### config.mk
export PLATFORM = sky130hd
export DESIGN_NAME = lzd_denorm
export DESIGN_NICKNAME = d
export VERILOG_FILES = /design/src/rtl/lzd_pkg.sv /design/src/rtl/lzd_denorm_stage.sv /design/src/rtl/lzd_denorm.sv
export SDC_FILE = /design/constraint.sdc
export NUM_CORES = 1
export LEC_CHECK = 0
export CAP_MARGIN = 20
export CORE_MARGIN = 1
export CORE_UTILIZATION = 30
export DETAILED_ROUTE_END_ITERATION = 6
export PLACE_DENSITY_LB_ADDON = 0.15
export SYNTH_ARGS = -nofsm -noshare
export SYNTH_HDL_FRONTEND = slang
export SYNTH_HIERARCHICAL = 1
export SYNTH_SLANG_ARGS = --single-unit
### constraint.sdc
create_clock -name clk -period 1.8 [get_ports clk]
set_input_delay 0.54 -clock clk [delete_from_list [all_inputs] [get_ports clk]]
set_output_delay 0.54 -clock clk [all_outputs]
set_load 0.01 [all_outputs]
### src/rtl/lzd_pkg.sv
// Shared types and defaults for the LZD normalizer / denormalizer pair.
// LZD_DENORM_ROUND_EN adds one guard bit to the datapath for half-up rounding.
package lzd_pkg;

  localparam int DATA_W_DEF  = 16;
  localparam int SHIFT_W_DEF = 4;

  typedef logic [DATA_W_DEF-1:0]  mant_t;
  typedef logic [SHIFT_W_DEF-1:0] shift_t;

`ifdef LZD_DENORM_ROUND_EN
  localparam int GUARD_W = 1;
`else
  localparam int GUARD_W = 0;
`endif

endpackage

### src/rtl/lzd_denorm_stage.sv
// One pipeline stage of the denormalizer: right shift by in_amt*GRAN into a
// registered slot with valid/ready flow control.
module lzd_denorm_stage
  import lzd_pkg::*;
#(
  parameter int EXT_W = DATA_W_DEF + GUARD_W,
  parameter int AMT_W = 2,
  parameter int GRAN  = 4
) (
  input  logic             clk,
  input  logic             rst_n,
  input  logic             in_valid,
  output logic             in_ready,
  input  logic [EXT_W-1:0] in_data,
  input  logic [AMT_W-1:0] in_amt,
  output logic             out_valid,
  input  logic             out_ready,
  output logic [EXT_W-1:0] out_data
);

  logic             valid_q, valid_d;
  logic [EXT_W-1:0] data_q, data_d;

  // The slot refills whenever it is empty or its contents leave this cycle.
  always_comb begin
    in_ready = ~valid_q | out_ready;
    valid_d  = valid_q;
    data_d   = data_q;
    if (in_ready) begin
      valid_d = in_valid;
      if (in_valid) begin
        data_d = in_data >> (int'(in_amt) * GRAN);
      end
    end
  end

  always_ff @(posedge clk) begin
    if (!rst_n) begin
      valid_q <= 1'b0;
      data_q  <= '0;
    end else begin
      valid_q <= valid_d;
      data_q  <= data_d;
    end
  end

  assign out_valid = valid_q;
  assign out_data  = data_q;

endmodule

### src/rtl/lzd_denorm.sv
// Denormalizer: out_data = in_mant >> in_shift over a coarse (x4) and a fine (x1)
// pipeline stage. Define LZD_DENORM_ROUND_EN for half-up rounding instead of truncation.
module lzd_denorm
  import lzd_pkg::*;
#(
  parameter int DATA_W  = DATA_W_DEF,
  parameter int SHIFT_W = SHIFT_W_DEF
) (
  input  logic               clk,
  input  logic               rst_n,
  input  logic               in_valid,
  output logic               in_ready,
  input  logic [DATA_W-1:0]  in_mant,
  input  logic [SHIFT_W-1:0] in_shift,
  input  logic               in_zero,
  output logic               out_valid,
  input  logic               out_ready,
  output logic [DATA_W-1:0]  out_data
);

  // A guard bit below the LSB catches the most significant shifted-out bit
  // for free as the word moves through both shifters.
  localparam int EXT_W    = DATA_W + GUARD_W;
  localparam int COARSE_W = SHIFT_W - 2;

  logic             accept;
  logic [EXT_W-1:0] s1_in;
  logic [1:0]       s1_fine_q, s1_fine_d;
  logic             s1_valid;
  logic [EXT_W-1:0] s1_data;
  logic             s2_in_ready;
  logic [EXT_W-1:0] s2_data;

  // Zero words and over-range shifts are flattened before the first shifter.
  always_comb begin
    accept    = in_valid & in_ready;
    s1_fine_d = accept ? in_shift[1:0] : s1_fine_q;
    if (in_zero || (int'(in_shift) >= DATA_W)) begin
      s1_in = '0;
    end else begin
      s1_in = EXT_W'(in_mant) << GUARD_W;
    end
  end

  always_ff @(posedge clk) begin
    if (!rst_n) begin
      s1_fine_q <= '0;
    end else begin
      s1_fine_q <= s1_fine_d;
    end
  end

  lzd_denorm_stage #(
    .EXT_W (EXT_W),
    .AMT_W (COARSE_W),
    .GRAN  (4)
  ) u_coarse (
    .clk       (clk),
    .rst_n     (rst_n),
    .in_valid  (in_valid),
    .in_ready  (in_ready),
    .in_data   (s1_in),
    .in_amt    (in_shift[SHIFT_W-1:2]),
    .out_valid (s1_valid),
    .out_ready (s2_in_ready),
    .out_data  (s1_data)
  );

  lzd_denorm_stage #(
    .EXT_W (EXT_W),
    .AMT_W (2),
    .GRAN  (1)
  ) u_fine (
    .clk       (clk),
    .rst_n     (rst_n),
    .in_valid  (s1_valid),
    .in_ready  (s2_in_ready),
    .in_data   (s1_data),
    .in_amt    (s1_fine_q),
    .out_valid (out_valid),
    .out_ready (out_ready),
    .out_data  (s2_data)
  );

`ifdef LZD_DENORM_ROUND_EN
  // A right shift of 1+ leaves the MSB clear, so adding the guard bit cannot overflow.
  assign out_data = s2_data[EXT_W-1:1] + DATA_W'(s2_data[0]);
`else
  assign out_data = s2_data;
`endif

endmodule

==> flow_summary.yaml, run 1 <==
status:
  status: "finished, final reports clean"
power_and_ir_drop:
  powerDensity_nw_per_um2: 663
  vdd_ir_drop_max_uv: 301
  p_sw_share_pct: 25.1
  comb_power_share_pct: 19.5
  power_frac_seq_pct: 46.8
  pwr-share-clk_pct: 33.7
  internal_power_mw: 1.37
  power.leakage_nw: 1.07
  p_sw_mw: 0.459
drt:
  via_per_inst: 5.01
  wl_met3_um: 153
  vias: 1849
  wl_met1_um: 2430
  wl_met2_um: 2380
  drtAntennaViolNets: 0
  post-route-drc-count: 0
  dr.max_layer_used: "met4"
  wl_um: 5020
  drt_iter0_drc: 87
  firstDrtPassIters: 6
  wl_per_cell_um: 13.6
layout:
  multi_input_area_sq_um: 1170
  n_antenna_cell: 0
  syn_to_final_growth_pct: 34.5
  utilization_pct: 42.7
  drive_gt1_share_pct: 24.7
  seq_area_sq_um: 721
  num-nets-final: 317
  nFillCells: 685
placement:
  gp_congestion: 0.719
  portBuffers: 42
  hpwl_um: 3820
floorplan:
  fp-row-count: 29
  coreArea_sq_um: 6460
  dieWidth_um: 84.7
  floorplan.initialDensity_pct: 31.8
  dieHeight_um: 84.7
  ioPinCount: 43
  die_area_sq_um: 7170
worst_setup_path:
  cp_max_fo: 11
  crit_path_end_kind: "register"
  crit-reg2reg-launch: "s1_fine_q[1]$_SDFFE_PN0P_"
  worstSetupPathType: "in -> reg"
  critPathRequiredTime_ns: 2.01
  rr_endpoint: "u_fine/out_data[5]$_SDFFE_PN0P_"
  worstRegToRegCells: 3
  startpoint_type: "input port"
  critPathCapture: "u_coarse/out_data[2]$_SDFFE_PN0P_"
  crit_path_start: "in_shift[2]"
  crit_arrival_ns: 1.92
  rrSetupSlack_ns: 0.26
worst_hold_path:
  hold_start: "u_fine/out_data[15]$_SDFFE_PN0P_"
  hp-class: "reg -> reg"
clocking:
  htree_levels: 2
  cts_tree: "built"
  clk_path_buf_depth: 2
  root_buffer: "clkbuf_8"
  cts_sinks: 36
  cts_made_buffers: 5
  cts-hold-fix-buffers: 0
  clkLatencyLatePin_ns: 0.28
  clk_pin_slew_ns: 0.07
sta:
  fin_crit_ns: 1.71
  max_slew.worst_pin.slew_ns: 0.713
  tns_ns: 0
  relSlewSlack_pct: 52.4
  skew_ns: 0.00407
  rsz0062_at_grt: "no"
  period_share_pct: 95.1
  clock.fmax_mhz: 584
  setup_viol: 0
  final-hold-violation-count: 0
  finalMaxSlewViolations: 0
synth:
  synth_top_area_share_pct: 35.1
  synth_edf_count: 0
  synth_nets: 257
  synth_area_sq_um: 2050
  synth_ff_type: "dfxtp_1"
  yosysSeqAreaShare_pct: 35.1
  yosys_warnings: 6
  synth-seq-cells: 36
  netlist-cell-type-count: 34
  synth_top_area_cell: "dfxtp_1"
  syn_avg_cell_area_sq_um: 8.84
  synthCells: 232
  async_flop_share_pct: 0
  synth_area_leaders: "dfxtp_1 35%, mux2_2 7.1%, mux2i_1 6.8%"
grt:
  grt_pass1_wl_um: 8410
  antenna_found_initial: 0
  globalRouteOverflowTotal: 0
  grt.total_usage_pct: 14.8
  grt_pass1_vias: 1878
  grt_max_degree: 20
job:
  maxCapViolCount: 0
## power groups by stage
stage               logic, mW  clock network, mW  registers [mW]
global placement        0.359                  0           0.875
CTS                     0.361              0.640           0.857
floorplan               0.210                  0           0.868
detailed placement      0.359                  0           0.875
global route            0.393              0.666           0.861
finish                  0.357              0.616           0.856
## final cells by class
cell class	count	area share, %
multi-input combinational	170	42.5
timing repair buffer	72	23.4
sequential	36	26.1
inverter	7	0.952
tap	77	3.49
clock buffer	7	3.49
## sequential cells by signal (all words and copies together) (netlist names)
name                flops
u_fine/out_valid        1
s1_fine_q               2
u_fine/out_data        16
u_coarse/out_valid      1
u_coarse/out_data      16
## worst max-delay path, cell delays in order
cell and delay, ns:
clkdlybuf4s50_1 0.64, buf_4 0.24, mux2_1 0.35, o22ai_1 0.15
## Yosys cell counts (4+ instances only)
library cell	instances
buf_2	6
inv_1	5
buf_6	5
clkbuf_1	5
nor2_1	28
mux2_2	13
nand4_1	7
o21ai_0	10
nand2_1	20
nor2b_2	7
o211a_1	4
or4_1	5
mux2i_1	14
dfxtp_1	36
nand3b_1	4
o32ai_1	13
o2111ai_1	4
and2b_2	7
o22ai_1	4
a21oi_1	12
## cell usage in the layout (no fill, tap or decap)
| cell type | netlist | final |
|---|---|---|
| clkbuf_8 | 0 | 7 |
| clkbuf_2 | 0 | 1 |
| clkinv_1 | 1 | 1 |
| o21ai_0 | 10 | 10 |
| nand2_1 | 20 | 20 |
| a211oi_1 | 1 | 1 |
| buf_12 | 0 | 1 |
| inv_2 | 1 | 2 |
| nor2b_4 | 2 | 2 |
| and2_1 | 2 | 2 |
| mux2i_1 | 14 | 14 |
| nor2b_2 | 7 | 8 |
| o221a_1 | 1 | 1 |
| mux2_2 | 13 | 13 |
| nor2b_1 | 3 | 2 |
| o21ai_1 | 2 | 2 |
| o211a_1 | 4 | 4 |
| buf_4 | 2 | 29 |
| inv_1 | 5 | 4 |
| dfxtp_1 | 36 | 36 |
| mux2_1 | 3 | 3 |
| nand4_1 | 7 | 7 |
| nand3_1 | 2 | 2 |
| clkdlybuf4s50_1 | 0 | 39 |
| and2b_2 | 7 | 7 |
| o2111ai_1 | 4 | 4 |
| nor2_2 | 1 | 1 |
| o22ai_1 | 4 | 4 |
| nor2_1 | 28 | 28 |
| buf_2 | 6 | 1 |
| or4_1 | 5 | 5 |
| a21oi_1 | 12 | 12 |
| dlygate4sd2_1 | 0 | 1 |
| nand3b_1 | 4 | 4 |
| o32ai_1 | 13 | 13 |
| o211ai_1 | 1 | 1 |
## kinds of logic after synthesis
kind of cell | share of synthesized area [%]
DFF | 35.1
AOI/OAI and AO/OA | 17.6
and+or+nand+nor | 23.8
buffers and inverters | 7.87
muxes | 15.6
## per-stage QoR
stage          hold slack [ns]  cell area (sq um)  power (mW)  instances  setup slack, ns
6_report                 0.472               2760        1.83        369           0.0885
5_1_grt                  0.498               2760        1.92        369           0.0326
4_1_cts                  0.474               2760        1.86        369           0.0217
3_5_place_dp             0.464               2660        1.23        361           -0.595
3_3_place_gp             0.461               2660        1.23        361           -0.580
2_1_floorplan            0.425               2050        1.08        232            0.125
## layer usage
metal | GRT usage [%] | vias up
met4 | 4.93 | 0
met2 | 25.3 | 22
met1 | 18.3 | 867
met3 | 3.44 | 5
met5 | 0 | -
li1 | - | 955
## worst min-delay path by stage
| stage | endpoint | slack, ns | cells past startpoint |
|---|---|---|---|
| after floorplan | s1_fine_q[0]$_SDFFE_PN0P_ | 0.43 | 2 |
| after global placement | u_fine/out_data[15]$_SDFFE_PN0P_ | 0.46 | 2 |
| after detailed placement | u_fine/out_data[15]$_SDFFE_PN0P_ | 0.46 | 2 |
| after CTS | u_fine/out_data[15]$_SDFFE_PN0P_ | 0.47 | 2 |
| after global routing | u_fine/out_data[7]$_SDFFE_PN0P_ | 0.50 | 2 |
| final | u_fine/out_data[15]$_SDFFE_PN0P_ | 0.47 | 2 |
## repair_timing
item	4_1_cts	5_1_grt
resized for setup	9	1
setup endpoints to repair	7	1
hold endpoints to repair	0	0
buffers inserted	1	0
Power figures use the tool's default switching activity.
==> run 2, diff against run 1 <==
--- a/config.mk
+++ b/config.mk
@@ -5,7 +5,6 @@
 export SDC_FILE = /design/constraint.sdc
 export NUM_CORES = 1
 export LEC_CHECK = 0
-export CAP_MARGIN = 20
 export CORE_MARGIN = 1
 export CORE_UTILIZATION = 30
 export DETAILED_ROUTE_END_ITERATION = 6
==> results of run 2 <==
Same layout as run 1: the final DEF is identical, and so are final timing and power.
==> run 3, diff against run 2 <==
--- a/config.mk
+++ b/config.mk
@@ -5,10 +5,13 @@
 export SDC_FILE = /design/constraint.sdc
 export NUM_CORES = 1
 export LEC_CHECK = 0
+export CELL_PAD_IN_SITES_DETAIL_PLACEMENT = 2
+export CELL_PAD_IN_SITES_GLOBAL_PLACEMENT = 2
 export CORE_MARGIN = 1
 export CORE_UTILIZATION = 30
 export DETAILED_ROUTE_END_ITERATION = 6
 export PLACE_DENSITY_LB_ADDON = 0.15
+export RECOVER_POWER = 50
 export SYNTH_ARGS = -nofsm -noshare
 export SYNTH_HDL_FRONTEND = slang
 export SYNTH_HIERARCHICAL = 1
==> constraint.sdc (replaced) <==
create_clock -name clk -period 1.8 [get_ports clk]
set_input_delay 0.54 -clock clk [delete_from_list [all_inputs] [get_ports clk]]
set_output_delay 0.54 -clock clk [all_outputs]
set_load 0.005 [all_outputs]
==> flow_summary.yaml, run 3 (synthesis gave the netlist of run 1 again) <==
worst_setup_path:
  startpoint_type: "input port"
  critPathCapture: "u_coarse/out_data[8]$_SDFFE_PN0P_"
  crit-reg2reg-launch: "s1_fine_q[1]$_SDFFE_PN0P_"
  critPathRequiredTime_ns: 2.02
  crit_chain: "clkdlybuf4s50_1 -> buf_6 -> nor2b_2 -> buf_4 -> mux2i_1 -> or4_1 -> a21oi_2"
  rrSetupSlack_ns: 0.25
  cp.depth: 7
  cp_top_family: "buffers and inverters"
  crit_path_end_kind: "register"
  worstRegToRegCells: 3
  rr_endpoint: "u_fine/out_data[6]$_SDFFE_PN0P_"
  worstSetupPathType: "in -> reg"
  cp_slowest_cell: "clkdlybuf4s50_1"
  crit_path_start: "in_zero"
  critPathBufInv: 3
  slowest_delay_ns: 0.42
  cp_max_fo: 12
  crit_arrival_ns: 1.99
clocking:
  cts_sinks: 36
  root_buffer: "clkbuf_8"
  clk_pin_slew_ns: 0.07
  clkLatencyLatePin_ns: 0.29
  cts_made_buffers: 5
  cts-hold-fix-buffers: 0
  cts_tree: "built"
  clk_path_buf_depth: 2
  htree_levels: 2
sta:
  relSlewSlack_pct: 52.9
  setup_viol: 0
  skew_ns: 0.00481
  max_slew.worst_pin.slew_ns: 0.705
  fin_crit_ns: 1.77
  clock.fmax_mhz: 565
  final.setup.worst_slack_ns: 0.0290
  period_share_pct: 98.4
  finalMaxSlewViolations: 0
  final-hold-violation-count: 0
floorplan:
  ioPinCount: 43
  coreArea_sq_um: 6460
  die_area_sq_um: 7170
  dieWidth_um: 84.7
  dieHeight_um: 84.7
  fp-row-count: 29
  floorplan.initialDensity_pct: 31.8
drt:
  vias: 1940
  drtAntennaViolNets: 0
  wl_um: 6260
  wl_per_cell_um: 16.8
  via_per_inst: 5.22
  firstDrtPassIters: 6
  drt_iter0_drc: 60
  post-route-drc-count: 0
layout:
  drive_gt1_share_pct: 26.8
  mostFrequentLayoutCell: "clkdlybuf4s50_1"
  n_antenna_cell: 0
  nFillCells: 749
  utilization_pct: 43.3
  most-common-layout-cells: "37 x clkdlybuf4s50_1, 35 x dfxtp_1, 28 x nor2_1"
  num-nets-final: 319
  syn_to_final_growth_pct: 36.3
power_and_ir_drop:
  powerDensity_nw_per_um2: 657
  comb_power_share_pct: 20.4
  vdd_ir_drop_max_uv: 324
  power_frac_seq_pct: 46.7
  internal_power_mw: 1.34
  p_sw_share_pct: 27.0
  p_sw_mw: 0.496
  pwr-share-clk_pct: 32.9
  power.leakage_nw: 1.09
grt:
  grt_max_degree: 20
  grtUsageMet1_pct: 24.9
  met3_usage_pct: 4.42
  grt_pass1_vias: 2052
  grt.total_usage_pct: 18.9
  globalRouteOverflowTotal: 0
  grt_pass1_wl_um: 10500
  antenna_found_initial: 0
  use_met2_pct: 31.5
  top_usage_layer: "met2"
placement:
  portBuffers: 42
  gp_congestion: 0.711
  hpwl_um: 4710
  dpl_worst_slack_ns: -0.643
worst_hold_path:
  hp-class: "reg -> reg"
status:
  status: "finished, final reports clean"
job:
  maxCapViolCount: 0
run 3: metrics by stage:
| step | TNS [ns] | hold slack (ns) | power, mW | cell area, sq um | instances |
|---|---|---|---|---|---|
| floorplan | 0 | 0.425 | 1.07 | 2050 | 232 |
| global placement | -7.99 | 0.462 | 1.24 | 2690 | 364 |
| detailed placement | -8.48 | 0.467 | 1.25 | 2690 | 364 |
| CTS | 0 | 0.477 | 1.86 | 2780 | 372 |
| global route | -0.0780 | 0.493 | 1.94 | 2800 | 372 |
| finish | 0 | 0.476 | 1.84 | 2800 | 372 |
run 3: power by group through the flow:
| stage | combinational (mW) | sequential [mW] | clock [mW] |
|---|---|---|---|
| CTS | 0.375 | 0.858 | 0.630 |
| global route | 0.413 | 0.863 | 0.663 |
| global placement | 0.363 | 0.875 | 0 |
| detailed placement | 0.371 | 0.876 | 0 |
| floorplan | 0.210 | 0.863 | 0 |
| finish | 0.374 | 0.858 | 0.604 |
run 3: final cells by class:
type                       count  area (sq um)  share of cell area (%)
inverter                       7          26.3                   0.940
clock inverter                 2          10.0                   0.358
timing repair buffer          74           658                    23.5
tap                           77          96.3                    3.45
clock buffer                   6          82.6                    2.95
sequential                    36           722                    25.8
multi-input combinational    170          1200                    43.0
run 3: tightest hold or removal path: cells and delay by family, from the launching register on:
kind / cells / cell delay [ns]
simple gates: 1 / 0.05
compound gates: 1 / 0.06
flops: 1 / 0.31
run 3: how the worst min path moves through the flow:
stage / from / to / slack, ns / cells after the start
6_report: u_coarse/out_data[0]$_SDFFE_PN0P_ / u_coarse/out_data[0]$_SDFFE_PN0P_ / 0.48 / 2
5_1_grt: u_coarse/out_data[0]$_SDFFE_PN0P_ / u_coarse/out_data[0]$_SDFFE_PN0P_ / 0.49 / 2
4_1_cts: u_coarse/out_data[0]$_SDFFE_PN0P_ / u_coarse/out_data[0]$_SDFFE_PN0P_ / 0.48 / 2
3_5_place_dp: u_coarse/out_data[0]$_SDFFE_PN0P_ / u_coarse/out_data[0]$_SDFFE_PN0P_ / 0.47 / 2
3_3_place_gp: u_coarse/out_data[0]$_SDFFE_PN0P_ / u_coarse/out_data[0]$_SDFFE_PN0P_ / 0.46 / 2
2_1_floorplan: s1_fine_q[0]$_SDFFE_PN0P_ / s1_fine_q[0]$_SDFFE_PN0P_ / 0.43 / 2
run 3: repair_timing:
item                                    CTS  global route
endpoints found under the setup margin    6             8
hold endpoints to repair                  0             0
pin swaps                                 0             1
gates resized for setup                  12             7
buffers inserted                          0             0
run 3: per-layer routing:
layer	up-vias	share of wire [%]
met4	0	0.65
met3	4	2.6
li1	953	-
met1	962	47
met5	-	0
met2	21	50
